--- src/rtl/iter_normalize.sv ---
// Multi-cycle left normaliser for the divider datapath: strips leading zeros STEP bits per cycle.
// Optional round-to-nearest-even on the final shift is enabled with `define NORM_ROUND_EN.
module iter_normalize #(
  parameter int IN_W       = 70,
  parameter int MAN_W      = 23,
  parameter int EXP_W      = 8,
  parameter int STEP       = 4,
  parameter int EXP_OFFSET = 23
) (
  input  logic             clk,
  input  logic             rst_n,
  input  logic             in_valid,
  output logic             in_ready,
  input  logic [IN_W-1:0]  in_data,
  output logic             out_valid,
  input  logic             out_ready,
  output logic [MAN_W-1:0] out_mant,
  output logic [EXP_W-1:0] out_exp_adj,
  output logic             out_zero,
  output logic             out_inexact
);

  localparam int LW = $clog2(IN_W);
  localparam int ZW = $clog2(STEP + 1);

  typedef enum logic [1:0] {IDLE, SHIFT, DONE} state_t;

  state_t                  r_state;
  logic [IN_W-1:0]         r_word;
  logic [LW-1:0]           r_cnt;
  logic                    r_in_ready;
  logic                    r_out_valid;
  logic [MAN_W-1:0]        r_mant;
  logic [EXP_W-1:0]        r_exp;
  logic                    r_zero;
  logic                    r_inexact;

  logic [STEP-1:0]         w_win;
  logic [ZW-1:0]           w_z;
  logic [IN_W-1:0]         w_shift;
  logic [IN_W-1:0]         w_low;
  logic [LW-1:0]           w_cnt;
  logic                    w_final;
  logic [MAN_W-1:0]        w_mant;
  logic signed [EXP_W-1:0] w_exp;
  logic [MAN_W-1:0]        w_mant_o;
  logic signed [EXP_W-1:0] w_exp_o;
  logic                    w_inexact;

  // Count of leading zeros in the window; STEP means the whole window is zero.
  function automatic logic [ZW-1:0] lz_win(input logic [STEP-1:0] win);
    logic [ZW-1:0] n;
    logic          found;
    n     = ZW'(STEP);
    found = 1'b0;
    for (int i = STEP - 1; i >= 0; i--) begin
      if (!found && win[i]) begin
        n     = ZW'(STEP - 1 - i);
        found = 1'b1;
      end
    end
    return n;
  endfunction

`ifdef NORM_ROUND_EN
  function automatic logic [MAN_W:0] round_rne(input logic [MAN_W-1:0] m,
                                               input logic g, input logic s);
    logic up;
    up = g & (s | m[0]);
    return {1'b0, m} + {{MAN_W{1'b0}}, up};
  endfunction
`endif

  assign w_win     = r_word[IN_W-1 -: STEP];
  assign w_z       = lz_win(w_win);
  assign w_shift   = r_word << w_z;
  assign w_cnt     = r_cnt + LW'(w_z);
  assign w_final   = (w_z != ZW'(STEP));
  assign w_mant    = w_shift[IN_W-2 -: MAN_W];
  // Everything below the mantissa, left-aligned so the guard bit sits at the MSB.
  assign w_low     = w_shift << (MAN_W + 1);
  assign w_inexact = |w_low;
  assign w_exp     = EXP_W'(EXP_OFFSET) - EXP_W'(w_cnt);

`ifdef NORM_ROUND_EN
  logic [MAN_W:0] w_rnd;
  assign w_rnd    = round_rne(w_mant, w_low[IN_W-1], |w_low[IN_W-2:0]);
  assign w_mant_o = w_rnd[MAN_W-1:0];
  assign w_exp_o  = w_exp + EXP_W'(w_rnd[MAN_W]);
`else
  assign w_mant_o = w_mant;
  assign w_exp_o  = w_exp;
`endif

  always_ff @(posedge clk) begin
    if (!rst_n) begin
      r_state     <= IDLE;
      r_word      <= '0;
      r_cnt       <= '0;
      r_in_ready  <= 1'b1;
      r_out_valid <= 1'b0;
      r_mant      <= '0;
      r_exp       <= '0;
      r_zero      <= 1'b0;
      r_inexact   <= 1'b0;
    end else begin
      case (r_state)
        IDLE: begin
          if (in_valid) begin
            r_word     <= in_data;
            r_cnt      <= '0;
            r_in_ready <= 1'b0;
            if (in_data == '0) begin
              r_state     <= DONE;
              r_out_valid <= 1'b1;
              r_zero      <= 1'b1;
              r_mant      <= '0;
              r_exp       <= '0;
              r_inexact   <= 1'b0;
            end else begin
              r_state <= SHIFT;
            end
          end
        end
        SHIFT: begin
          r_word <= w_shift;
          r_cnt  <= w_cnt;
          if (w_final) begin
            r_state     <= DONE;
            r_out_valid <= 1'b1;
            r_mant      <= w_mant_o;
            r_exp       <= w_exp_o;
            r_inexact   <= w_inexact;
            r_zero      <= 1'b0;
          end
        end
        DONE: begin
          if (out_ready) begin
            r_state     <= IDLE;
            r_out_valid <= 1'b0;
            r_in_ready  <= 1'b1;
          end
        end
        default: begin
          r_state     <= IDLE;
          r_out_valid <= 1'b0;
          r_in_ready  <= 1'b1;
        end
      endcase
    end
  end

  assign in_ready    = r_in_ready;
  assign out_valid   = r_out_valid;
  assign out_mant    = r_mant;
  assign out_exp_adj = r_exp;
  assign out_zero    = r_zero;
  assign out_inexact = r_inexact;

endmodule

--- config.mk ---
export PLATFORM = sky130hd
export DESIGN_NAME = iter_normalize
export DESIGN_NICKNAME = d
export VERILOG_FILES = /design/src/rtl/iter_normalize.sv
export SDC_FILE = /design/constraint.sdc
export NUM_CORES = 1
export LEC_CHECK = 0
export CAP_MARGIN = 20
export CELL_PAD_IN_SITES_DETAIL_PLACEMENT = 1
export CELL_PAD_IN_SITES_GLOBAL_PLACEMENT = 1
export CORE_MARGIN = 3
export CORE_UTILIZATION = 41
export CTS_CLUSTER_DIAMETER = 40
export CTS_CLUSTER_SIZE = 20
export DETAILED_ROUTE_END_ITERATION = 12
export HOLD_SLACK_MARGIN = 0.02
export PLACE_DENSITY_LB_ADDON = 0.1
export SETUP_SLACK_MARGIN = 0.2
export SYNTH_ARGS = -nofsm -noshare
export SYNTH_HDL_FRONTEND = slang
export SYNTH_SLANG_ARGS = --single-unit
--- constraint.sdc ---
create_clock -name clk -period 4.1 [get_ports clk]
set_input_delay 0.41 -clock clk [delete_from_list [all_inputs] [get_ports clk]]
set_output_delay 0.41 -clock clk [all_outputs]
set_load 0.005 [all_outputs]
### After elaboration in Yosys (flattened, before gate mapping)

Cells that the tools add are included.

* flip-flop bits (word level): 114
* input bits: 74
* word-level logic and storage cells: 73

* bitwise logic cells: 1
* mux-type cells: 38
* reductions and logical operators: 15
* add/sub/neg operators: 2
* equal/unequal tests: 7
* shift-type cells: 1

Operator list (count)
* 70-bit one-hot mux with 2 select lines: 1
* 70-bit logical NOT: 1
* 70-bit 2-to-1 mux: 1
* 70-bit by 3-bit << shifter with 70-bit output: 1
* 23-bit 2-to-1 mux: 3
* 23-bit one-hot mux with 2 select lines: 1
* 46-bit OR reduction: 1
* 8-bit 2-to-1 mux: 3
* 8-bit one-hot mux with 2 select lines: 1
* 7-bit one-hot mux with 2 select lines: 1
* 1-bit 2-to-1 mux: 13
* 3-bit 2-to-1 mux: 4
* 2-bit 2-to-1 mux: 4
* 2-bit != test (second input constant): 4
* 4-bit AND reduction: 2
* 5-bit by 7-bit subtractor with 8-bit output (first input constant): 1
* 7-bit by 3-bit adder with 7-bit output: 1
* 7-bit 2-to-1 mux: 1
* 1-bit one-hot mux with 3 select lines: 2
* 2-bit one-hot mux with 3 select lines: 1
* 3-bit AND reduction: 2
* 1-bit one-hot mux with 2 select lines: 2
* 1-bit logical AND: 3
* 1-bit logical NOT: 3
* other kinds (7): 7

### Depth between registers and ports, before layout

* word-level depth: 14
* mapped depth: 15

### Worst setup path before layout

Ideal clock, no wire load.

* path kind: reg2reg
* from: register r_word[67]
* to: register r_exp[5], in the netlist out_exp_adj[5]
* arrival: 2.938 ns
* period minus slack after synthesis: 3.065 ns
* slack: 1.035 ns
* stages on the path, launching flop included: 14
* cell sequence: dfxtp_1 -> buf_6 -> or4_4 -> inv_2 -> buf_4 -> buf_2 -> buf_1 -> ha_1 -> a21oi_1 -> nor3_1 -> or2_2 -> xor2_1 -> a22oi_1 -> nor2_1

* word-level cells in the longest chain between the ends: 9
* elaborated cells on any way between the ends: 13
* those cells by class: 2 x add/sub; 2 x eq/ne; 5 x mux; 4 x reduce/logical

Ends and longest elaborated chain
* start, declared: line 29 `logic [IN_W-1:0] r_word;`
* start signal, assigned: line 110 `r_word <= in_data;`
* start signal, assigned: line 126 `r_word <= w_shift;`
* 1-bit logical AND (*): line 57 `if (!found && win[i]) begin`
* 1-bit 2-to-1 mux: line 57
* 1-bit logical NOT: line 57
* 1-bit logical AND: line 57
* 3-bit 2-to-1 mux (*): line 57
* 7-bit by 3-bit adder with 7-bit output: line 77 `assign w_cnt = r_cnt + LW'(w_z);`
* 5-bit by 7-bit subtractor with 8-bit output: line 83 `assign w_exp = EXP_W'(EXP_OFFSET) - EXP_W'(w_cnt);`
* 8-bit 2-to-1 mux: line 128 `if (w_final) begin`
* 8-bit one-hot mux with 2 select lines: line 107 `case (r_state)`
* end signal, assigned: line 132 `r_exp <= w_exp_o;`
* end, declared: line 34 `logic [EXP_W-1:0] r_exp;`

Every way passes the cells marked *; elsewhere a longest branch is shown, timed or not. The select of a mux whose other input is x is not followed.
A chain may end at the register's enable or synchronous reset.

### Worst setup path in the final report

* from: register r_word[68]
* to: register r_inexact, in the netlist out_inexact

* word-level cells in the longest chain between the ends: 12
* elaborated cells on any way between the ends: 17
* those cells by class: 2 x eq/ne; 1 x shift; 7 x mux; 7 x reduce/logical

Ends and longest elaborated chain
* 1-bit logical AND: line 57
* 1-bit 2-to-1 mux: line 57
* 1-bit logical NOT: line 57
* 1-bit logical AND: line 57
* 1-bit 2-to-1 mux: line 57
* 1-bit logical NOT: line 57
* 1-bit logical AND: line 57
* 3-bit 2-to-1 mux: line 57
* 70-bit by 3-bit << shifter with 70-bit output: line 76 `assign w_shift = r_word << w_z;`
* 46-bit OR reduction: line 82 `assign w_inexact = |w_low;`
* 1-bit 2-to-1 mux: line 128
* 1-bit one-hot mux with 2 select lines: line 107
* end signal, assigned: line 133 `r_inexact <= w_inexact;`
* end, declared: line 36 `logic r_inexact;`

Several ways; a longest one is shown, not always the timed one. The select of a mux whose other input is x is not followed.

==> run metrics <==
outcome completed; DP HPWL between 20,000 and 25,000 um; vias in the first global route roughly 8,900; Static Leak roughly 3.6 nW; PwrDens ~520 mW/mm2; top post-synthesis cells by area dfxtp_1 (30%), a21oi_1 (9.3%), mux2i_1 (6.7%); MaxCap Viol Count 0; drt first-iter violations ~900; P&R area growth vs syn 24.0%; Final Worst Setup Slack 776 ps; CP required about 4400 ps; Antenna diodes 0; element type at the critical path end flop; worst min path class flop to flop; Tmin final 3320 ps; Slowest-stage cell, CP a2111oi_0; Overflow after GRT 0; Final Setup Violations 0; worst-case vdd ir drop about 0.35 mV; Total GRT Usage 33.8%; max_slew headroom a little under two fifths; Post-synth EDFFs 0; Vias/cell between 6 and 7; core box area roughly 0.018 mm2; Ys Warns 0; Post-synth ARST share 0%; gpl congestion just over 1; # DRC 0; Syn Inst Count 1,013; CTS buffer count 17; root buffer cell clkbuf_16; initial core utilization between 40% and 50%; post-synthesis sequential area ratio 29.6%; post-synthesis cell area between 0.007 and 0.008 mm2; CTS clk-pin slew, worst paths roughly 70 ps; htree depth 4; total chip power 4.99 mW; Crit Path Max Fanout 27; clock latency on the worst-skew pair between 400 and 500 ps; Port-buffer cells 108; top-area cell type share of the netlist area between 20 and 30%; share of layout cells above drive strength 1 10.3%; final slew viol count 0; critical-path cell list buf_4 > or2_2 > nor2_1 > o211ai_1 > a2111oi_0 > nand4_1 > nor4b_1 > a221oi_1; cell accounting for the most synthesized area dfxtp_1; critical setup path kind flop to flop; TritonCTS clock tree yes; Critical Path Start Type flop; Synthesized Nets 1,092; setup TNS 0 ps; row count 49; Setup Buffers After CTS 0; Top FF cell, synth dfxtp_1; clock skew roughly 11 ps; max incr delay on CP about 720 ps; clk buf depth 2; TritonCTS Sinks between 100 and 150; number of antenna violations at the first check in global routing 0; Final period util approximately four fifths; largest net degree at the start of global routing 40; RSZ-0062 raised after global routing no; Highest Clock Rate between 300 and 400 MHz; post-cts hold buffer count 0; num ports between 100 and 150; routed length per instance 26.6 um; Routed Antenna Nets 0; Die X roughly 140 um; DRT Wirelength approximately 35,000 um; # nets final roughly 1,200; Worst Max-Slew Pin Slew ~940 ps; Critical Path AT 3610 ps; first-pass GRT wire length 53,600 um; Post-Place Setup Slack approximately 660 ps; die height 143 um; die area roughly 0.02 mm2; CTS resizes 0; routed vias 8,979; Yosys reg bits about 110; syn_area_per_cell ~7.6 um2; DR pass1 iterations 6; synth unique cells approximately 70; Fin. Hold Viols 0
[layout make-up]
cell class	count	area (um2)
repair buffers	142	1380
well taps	229	287
clock buffers	17	425
clock inverters	15	145
flip-flops and latches	114	2280
multi-input cells	778	4970
inverters	22	82.6
fillers	2196	8630
[worst max-delay path, delay by kind of cell, from the launching register on]
family | cells | cell delay (ps)
AND/OR/NAND/NOR | 4 | 1350
buffers and inverters | 1 | 330
flip-flops | 1 | 470
AO/OA/AOI/OAI | 3 | 1020
[state kept, by name (all words and copies together), names as in the netlist]
name / count
r_state: 2
out_exp_adj: 8
out_valid: 1
r_word: 70
r_cnt: 7
out_mant: 23
out_inexact: 1
out_zero: 1
in_ready: 1
[cells by family (layout without fill, tap and decap cells)]
| group | count (synthesis) | after routing | share of synthesized area [%] |
|---|---|---|---|
| AO/OA/AOI/OAI | 401 | 401 | 33.8 |
| AND/OR/NAND/NOR | 296 | 296 | 17.6 |
| buffers and inverters | 121 | 196 | 6.43 |
| flip-flops | 114 | 114 | 29.6 |
| multiplexers | 70 | 70 | 11.0 |
| XOR/XNOR | 6 | 6 | 0.681 |
| adder cells (fa/ha/maj) | 5 | 5 | 0.908 |
[final timing paths]
path / from / endpoint / slack (ps) / cells after the start
worst max register to register: r_word[68] / out_inexact / 780 / 8
worst max-delay path: r_word[68] / out_inexact / 780 / 8
worst min register to register: out_exp_adj[7] / out_exp_adj[7] / 450 / 2
worst min-delay path: out_exp_adj[7] / out_exp_adj[7] / 450 / 2
[layer usage]
layer	vias to the layer above	wire length, um	track usage (%)
li1	3941	-	-
met1	4477	14700	43.9
met2	455	16200	53.9
met3	106	2610	7.43
met4	0	1560	15.2
met5	-	0	0
[report_power, final]
part           switching [mW]  total, mW  internal, mW  leakage (nW)
sequential              0.274       1.52          1.25         0.938
combinational            1.21       1.99         0.777          2.37
clock                   0.631       1.48         0.851         0.278
total                    2.12       4.99          2.87          3.59
[stage by stage]
stage          cells  util, %  hold slack (ps)  cell area (um2)
6_report        1317     52.6              454             9570
5_1_grt         1317     52.6              508             9570
4_1_cts         1316     52.4              461             9550
3_5_place_dp    1284     49.3              451             8980
3_3_place_gp    1284     49.3              446             8980
2_1_floorplan   1013        -              448             7720
[layout by cell type, fill, tap and decap left out, types with 11 or more instances in the layout]
cell and n:
inv_1 17, nor3_1 12, nor4_1 20, mux4_2 11, a21oi_1 143, nand2_1 101, buf_4 31, nor2_1 97
dfxtp_1 112, o31ai_1 16, o221ai_1 23, clkbuf_16 17, a22oi_1 14, o21ai_0 73, a221oi_1 17, clkdlybuf4s50_1 108
o22ai_1 19, mux2i_1 52
[synth_stat cells, types with 7 or more instances]
master / number
a211oi_1: 8
a21oi_1: 144
a221oi_1: 17
a22oi_1: 14
a2bb2oi_1: 7
buf_1: 13
buf_2: 19
clkbuf_1: 64
dfxtp_1: 114
inv_1: 17
mux2_2: 7
mux2i_1: 52
mux4_2: 11
nand2_1: 101
nand2b_1: 9
nand3_1: 9
nand4_1: 7
nor2_1: 99
nor3_1: 12
nor4_1: 20
o211ai_1: 9
o21ai_0: 73
o221a_2: 8
o221ai_1: 23
o22ai_1: 19
o2bb2ai_1: 7
o311a_1: 9
o31ai_1: 16
Power figures use the tool's default switching activity.
